==> config.mk <==
export PLATFORM = sky130hd
export DESIGN_NAME = id_ex_register
export DESIGN_NICKNAME = d
export VERILOG_FILES = /design/src/rtl/id_ex_register.sv
export SDC_FILE = /design/constraint.sdc
export NUM_CORES = 1
export LEC_CHECK = 0
export BUFFER_PORTS_ARGS = -buffer_cell sky130_fd_sc_hd__buf_4
export CAP_MARGIN = 5
export CORE_MARGIN = 3
export CORE_UTILIZATION = 37
export CTS_CLUSTER_DIAMETER = 30
export CTS_CLUSTER_SIZE = 16
export DETAILED_ROUTE_END_ITERATION = 7
export GPL_TIMING_DRIVEN = 0
export MAX_ROUTING_LAYER = met4
export PLACE_DENSITY_LB_ADDON = 0.1
export RECOVER_POWER = 50
export REMOVE_ABC_BUFFERS = 1
export SKIP_CTS_REPAIR_TIMING = 1
export SLEW_MARGIN = 20
export SYNTH_ARGS = -nofsm -noshare
export SYNTH_HDL_FRONTEND = slang
export SYNTH_SLANG_ARGS = --single-unit
==> constraint.sdc <==
create_clock -name Clk -period 5.44 [get_ports Clk]
set_input_delay 1.088 -clock Clk [delete_from_list [all_inputs] [get_ports Clk]]
set_output_delay 1.088 -clock Clk [all_outputs]
set_load 0.05 [all_outputs]
==> src/rtl/id_ex_register.sv <==
// ID/EX pipeline register with flush/stall control, a saturating bubble counter
// and a sticky flag that catches sign-extended immediates whose upper half is malformed.
module id_ex_register #(
  parameter int unsigned CTRL_W = 12,
  parameter int unsigned CNT_W  = 16
) (
  input  logic              Clk,
  input  logic              Reset,
  input  logic              Flush,
  input  logic              Stall,
  input  logic              ID_Valid,
  input  logic [31:0]       ID_PCPlus4,
  input  logic [31:0]       ID_ReadData1,
  input  logic [31:0]       ID_ReadData2,
  input  logic [31:0]       ID_SignExtImm,
  input  logic [4:0]        ID_Rs,
  input  logic [4:0]        ID_Rt,
  input  logic [4:0]        ID_Rd,
  input  logic [CTRL_W-1:0] ID_Ctrl,
  output logic [31:0]       EX_PCPlus4,
  output logic [31:0]       EX_ReadData1,
  output logic [31:0]       EX_ReadData2,
  output logic [31:0]       EX_SignExtImm,
  output logic [4:0]        EX_Rs,
  output logic [4:0]        EX_Rt,
  output logic [4:0]        EX_Rd,
  output logic [CTRL_W-1:0] EX_Ctrl,
  output logic              EX_Valid,
  output logic [CNT_W-1:0]  BubbleCount,
  output logic              ImmError
);

  logic             load;
  logic             bubble;
  logic             imm_bad;
  logic             cnt_sat;
  logic [CNT_W-1:0] cnt_next;

  always_comb begin
    load     = !Flush && !Stall;
    // A flush always inserts a bubble; a normal load of an invalid entry does too.
    bubble   = Flush || (load && !ID_Valid);
    imm_bad  = load && ID_Valid && (ID_SignExtImm[31:16] != {16{ID_SignExtImm[15]}});
    cnt_sat  = (BubbleCount == {CNT_W{1'b1}});
    cnt_next = cnt_sat ? BubbleCount : BubbleCount + {{(CNT_W-1){1'b0}}, 1'b1};
  end

  always_ff @(posedge Clk) begin
    if (Reset) begin
      EX_PCPlus4    <= '0;
      EX_ReadData1  <= '0;
      EX_ReadData2  <= '0;
      EX_SignExtImm <= '0;
      EX_Rs         <= '0;
      EX_Rt         <= '0;
      EX_Rd         <= '0;
      EX_Ctrl       <= '0;
      EX_Valid      <= 1'b0;
      BubbleCount   <= '0;
      ImmError      <= 1'b0;
    end else begin
      if (Flush) begin
        EX_PCPlus4    <= '0;
        EX_ReadData1  <= '0;
        EX_ReadData2  <= '0;
        EX_SignExtImm <= '0;
        EX_Rs         <= '0;
        EX_Rt         <= '0;
        EX_Rd         <= '0;
        EX_Ctrl       <= '0;
        EX_Valid      <= 1'b0;
      end else if (load) begin
        EX_PCPlus4    <= ID_PCPlus4;
        EX_ReadData1  <= ID_ReadData1;
        EX_ReadData2  <= ID_ReadData2;
        EX_SignExtImm <= ID_SignExtImm;
        EX_Rs         <= ID_Rs;
        EX_Rt         <= ID_Rt;
        EX_Rd         <= ID_Rd;
        EX_Ctrl       <= ID_Ctrl;
        EX_Valid      <= ID_Valid;
      end
      if (bubble) begin
        BubbleCount <= cnt_next;
      end
      if (imm_bad) begin
        ImmError <= 1'b1;
      end
    end
  end

endmodule

# After elaboration in Yosys (flattened, before gate mapping)

Cells that the tools add are included.

Shifts and indexed selects: 0
Reduce and logical (&&, ||, !) cells: 10
Muxes and demuxes: 0
Add/sub/neg operators: 1
Magnitude comparators: 0
$mul: 0
Div/mod/pow operators: 0
Bitwise operators: 1
Eq/ne operators: 2

Operators by type and width:

| kind                                          | count |
|---|---|
| adder 16 x 1 -> 16 bit, second input constant | 1 |
| equality test 16 bit, second input constant   | 1 |
| != test 16 bit                                | 1 |
| logical AND 1 bit                             | 4 |
| logical NOT 1 bit                             | 3 |
| AND reduction 2 bit                           | 1 |
| OR reduction 2 bit                            | 1 |
| logical OR 1 bit                              | 1 |
| NOT 1 bit                                     | 1 |

Input bits: 160
Memories: 0
ROM bits: 0
Flip-flop bits (word level): 173
Logic and storage cells: 25
Latch bits: 0
Output and inout port bits: 173
Bits in writable memories: 0

# Longest topological paths before layout

Word-level depth: 5
Gate-level depth with buffers: 6
Gate-level depth less buffers: 5

# Least setup slack after synthesis

No wires, ideal clock.

Path kind: in2reg
Start point: in Stall
End point: reg BubbleCount[15]
Arrival: 2,476 ps
Stages on the path: 5
Required time: 5,370 ps
Setup slack: 2,893 ps
Setup time: 70 ps
Buffers on the path: 1
Path through: buf_2 > o21bai_4 > or4b_4 > or4_1 > a21oi_1

Cells in the longest elaborated chain, start to end: 5

Ends and longest elaborated chain:

| item                          | RTL line | RTL |
|---|---|---|
| start, declared               | 10       | `input logic Stall,` |
| logical NOT 1 bit             | 40       | `load = !Flush && !Stall;` |
| logical AND 1 bit             | 40       |  |
| logical AND 1 bit             | 42       | `bubble = Flush \|\| (load && !ID_Valid);` |
| logical OR 1 bit              | 42       |  |
| AND reduction 2 bit (no line) | --       |  |
| end signal, assigned          | 84       | `BubbleCount <= cnt_next;` |
| end, declared                 | 29       | `output logic [CNT_W-1:0] BubbleCount,` |

No other way between the ends.
A chain may end at the register's enable or synchronous reset.

# Final worst setup path

Start point: in Reset
End point: reg EX_PCPlus4[23]

Cells in the longest elaborated chain, start to end: 1

Ends and longest elaborated chain:

| item                         | RTL line | RTL |
|---|---|---|
| start, declared              | 8        | `input logic Reset,` |
| OR reduction 2 bit (no line) | --       |  |
| end signal, assigned         | 73       | `EX_PCPlus4 <= ID_PCPlus4;` |
| end, declared                | 20       | `output logic [31:0] EX_PCPlus4,` |

No other way between the ends.

==> impl_results.md <==
- Status: complete, but fails checks
- Violated checks: max-capacitance violations, max-slew violations
- Critical path's slowest cell: or2_0
- CTS root buf: clkbuf_16
- WS Path Type: in2reg
- Clock Sinks: 173
- Register Area: 3463 µm²
- Commonest non-fill, non-tap cell in the layout: buf_4
- CTS tree: done
- CP Max Fanout: 71
- Top-area cell type share of the netlist area: 0.5432
- Cells after Synth: 618
- Fillers: 1615
- Starting Density: 0.3818
- Max Clk Rate: 291.9 MHz
- Post-synth EDFFs: 0
- R2R Setup Slk: 3.37 ns
- Initial antenna violation count: 0
- RSZ-0062 raised after global routing: no
- Max IR drop VDD: 0.0002143 V
- Ant. Diodes: 0
- Area of the mapped netlist: 6376 µm²
- Cells along the critical path: clkbuf_1 -> or2_0 -> buf_16 -> buf_16 -> nor2_1
- Layout cells sized above 1: 0.2664
- Number of DRC markers in iteration 0: 234
- Post-DP Area: 9084 µm²
- Final Hold Violating Endpoints: 0
- Antenna viol nets, final: 0
- Number of global-route vias before repair: 5553
- TritonCTS Buffers: 17
- Largest net degree at the start of global routing: 83
- Total grt overflow: 0
- Via count: 5571
- Clock latency at the later pin of the worst-skew pair: 0.42 ns
- First-pass GRT wire length: 28110 µm
- PortBufs: 332
- CP dominant cell by count: buf_16
- Slew Viols, Final: 26
- Drt drc: 0
- CP max stage delay: 1.21 ns
- Critical path data required time: 5.74 ns
- Die width: 137.3 µm
- Fin Clk Skew: 0.01080 ns
- Via/cell ratio: 4.778
- Post-route clock period utilization: 0.6298
- Primary FF master, synth: dfxtp_1
- Cell taking the most area after synthesis: dfxtp_1
- PwrDens: 327.9 nW/µm²
- CTS Buffer Depth: 2
- Area occupied by multi-input gates: 2749 µm²
- Least-Margin Pin Slew: 1.523 ns
- Die Area: 18840 µm²
- Yosys Warn Count: 0
- GP Congestion: 0.8064
- Sequential area share after synthesis: 0.5432
- Worst Setup Start Kind: input pin
- Post-route cell area: 9233 µm²
- Pre-antenna DRT Iters: 5
- Final min period: 3.426 ns
- Synth area leaders: dfxtp_1 (54%), mux2i_1 (24%), nor2_1 (9.4%), clkbuf_1 (1.5%), a21oi_1 (1.1%)
- IO Pins: 333
- Avg Cell Area, Syn: 10.32 µm²
- Overall Global Routing Usage: 0.1949
- DP HPWL: 14230 µm
- Critical Path AT: 3.72 ns
- Syn-to-layout area delta: 44.80%
- Asr flop ratio synth: 0
- Synth cell types: 33
- Synthesized flop and latch total: 173
- Final #Nets: 1094
- Routed Wire Length: 18900 µm
- Critical path endpoint category: register
- Max_cap viols: 1
- Hold Path Class: reg2reg
- Total power: 3.028 mW
- H-tree Lvls: 4
- WHS: 0.4609 ns
- CTS clk-pin slew, worst paths: 0.06 ns
- P_leak: 4.173 nW
- Setup TNS: 0 ns
- Core ar.: 16700 µm²
- Commonest non-fill, non-tap cells in the layout: buf_4 (206), dfxtp_1 (173), nor2_1 (159)
- DIE HEIGHT: 137.3 µm
- Slew HR: -0.01550
- WL per Instance: 16.21 µm
- Site Rows: 47
- Setup violators final: 0
registers in the layout (all words and copies together), names as in the netlist:
| signal | cells |
|---|---|
| BubbleCount | 16 |
| EX_Ctrl | 12 |
| EX_PCPlus4 | 32 |
| EX_Rd | 5 |
| EX_ReadData1 | 32 |
| EX_ReadData2 | 32 |
| EX_Rs | 5 |
| EX_Rt | 5 |
| EX_SignExtImm | 32 |
| EX_Valid | 1 |
| ImmError | 1 |
power breakdown:
group          leakage (nW)  switching (mW)  internal (mW)
Combinational          2.46           0.263          0.165
Sequential             1.41          0.0229           1.31
Clock                 0.302           0.523          0.746
cells in the mapped netlist, types with 3 or more instances:
library cell and n:
buf_1 8, nand2_1 7, inv_1 3, nand3_1 3
o21ai_0 5, or3_1 5, a21oi_1 14, buf_2 5
nor2_1 159, nor4_1 6, clkbuf_1 26, nor3_1 4
nand2b_1 4, nand4_1 9, mux2i_1 156, o31ai_1 6
dfxtp_1 173, or4_1 5
metrics by stage:
stage,setup WS [ns],utilization,cells
final,2.014,0.5528,1166
after global routing,1.687,0.5528,1166
after CTS,2.547,0.5811,1166
after detailed placement,2.098,0.5439,1134
after global placement,1.454,0.5384,1131
after floorplan,2.508,-,579
per-layer routing:
metal  vias to the layer above  routed length (µm)  global-route usage
li1                       2744                   -                   -
met1                      2585                7342              0.2111
met2                       214                9540              0.3362
met3                        28                1548             0.05734
met4                         0                 472             0.07650
met5                         -                   0                   -
final cells by class:
type | instances | share of cell area
clock buffers | 18 | 0.04757
clock inverters | 14 | 0.01965
inverters | 3 | 0.001220
multi-input cells | 403 | 0.2977
flip-flops and latches | 173 | 0.3751
well taps | 220 | 0.02981
repair buffers | 335 | 0.2289
cell families (layout without fill, tap and decap cells):
family,count (synthesis),count (layout),synth area share
buf+inv,42,370,0.02571
fa+ha+maj,1,1,0.001962
flops,173,173,0.5432
compound gates,32,32,0.03336
mux,158,158,0.2484
simple gates,212,212,0.1474
critical path: cells and delay by family:
family / cells / cell delay, ns
AND/OR/NAND/NOR: 2 / 1.30
buffers and inverters: 3 / 1.28
final timing paths:
check	from	cells past startpoint	endpoint
worst max-delay path	Reset	5	EX_PCPlus4[23]$_SDFFE_PP0N_
worst min-delay path	ImmError$_SDFFE_PP0P_	2	ImmError$_SDFFE_PP0P_
worst max register to register	BubbleCount[0]$_SDFFE_PP0P_	5	BubbleCount[14]$_SDFFE_PP0P_
worst min register to register	ImmError$_SDFFE_PP0P_	2	ImmError$_SDFFE_PP0P_
Note: power is estimated with default switching activity, not from simulation.
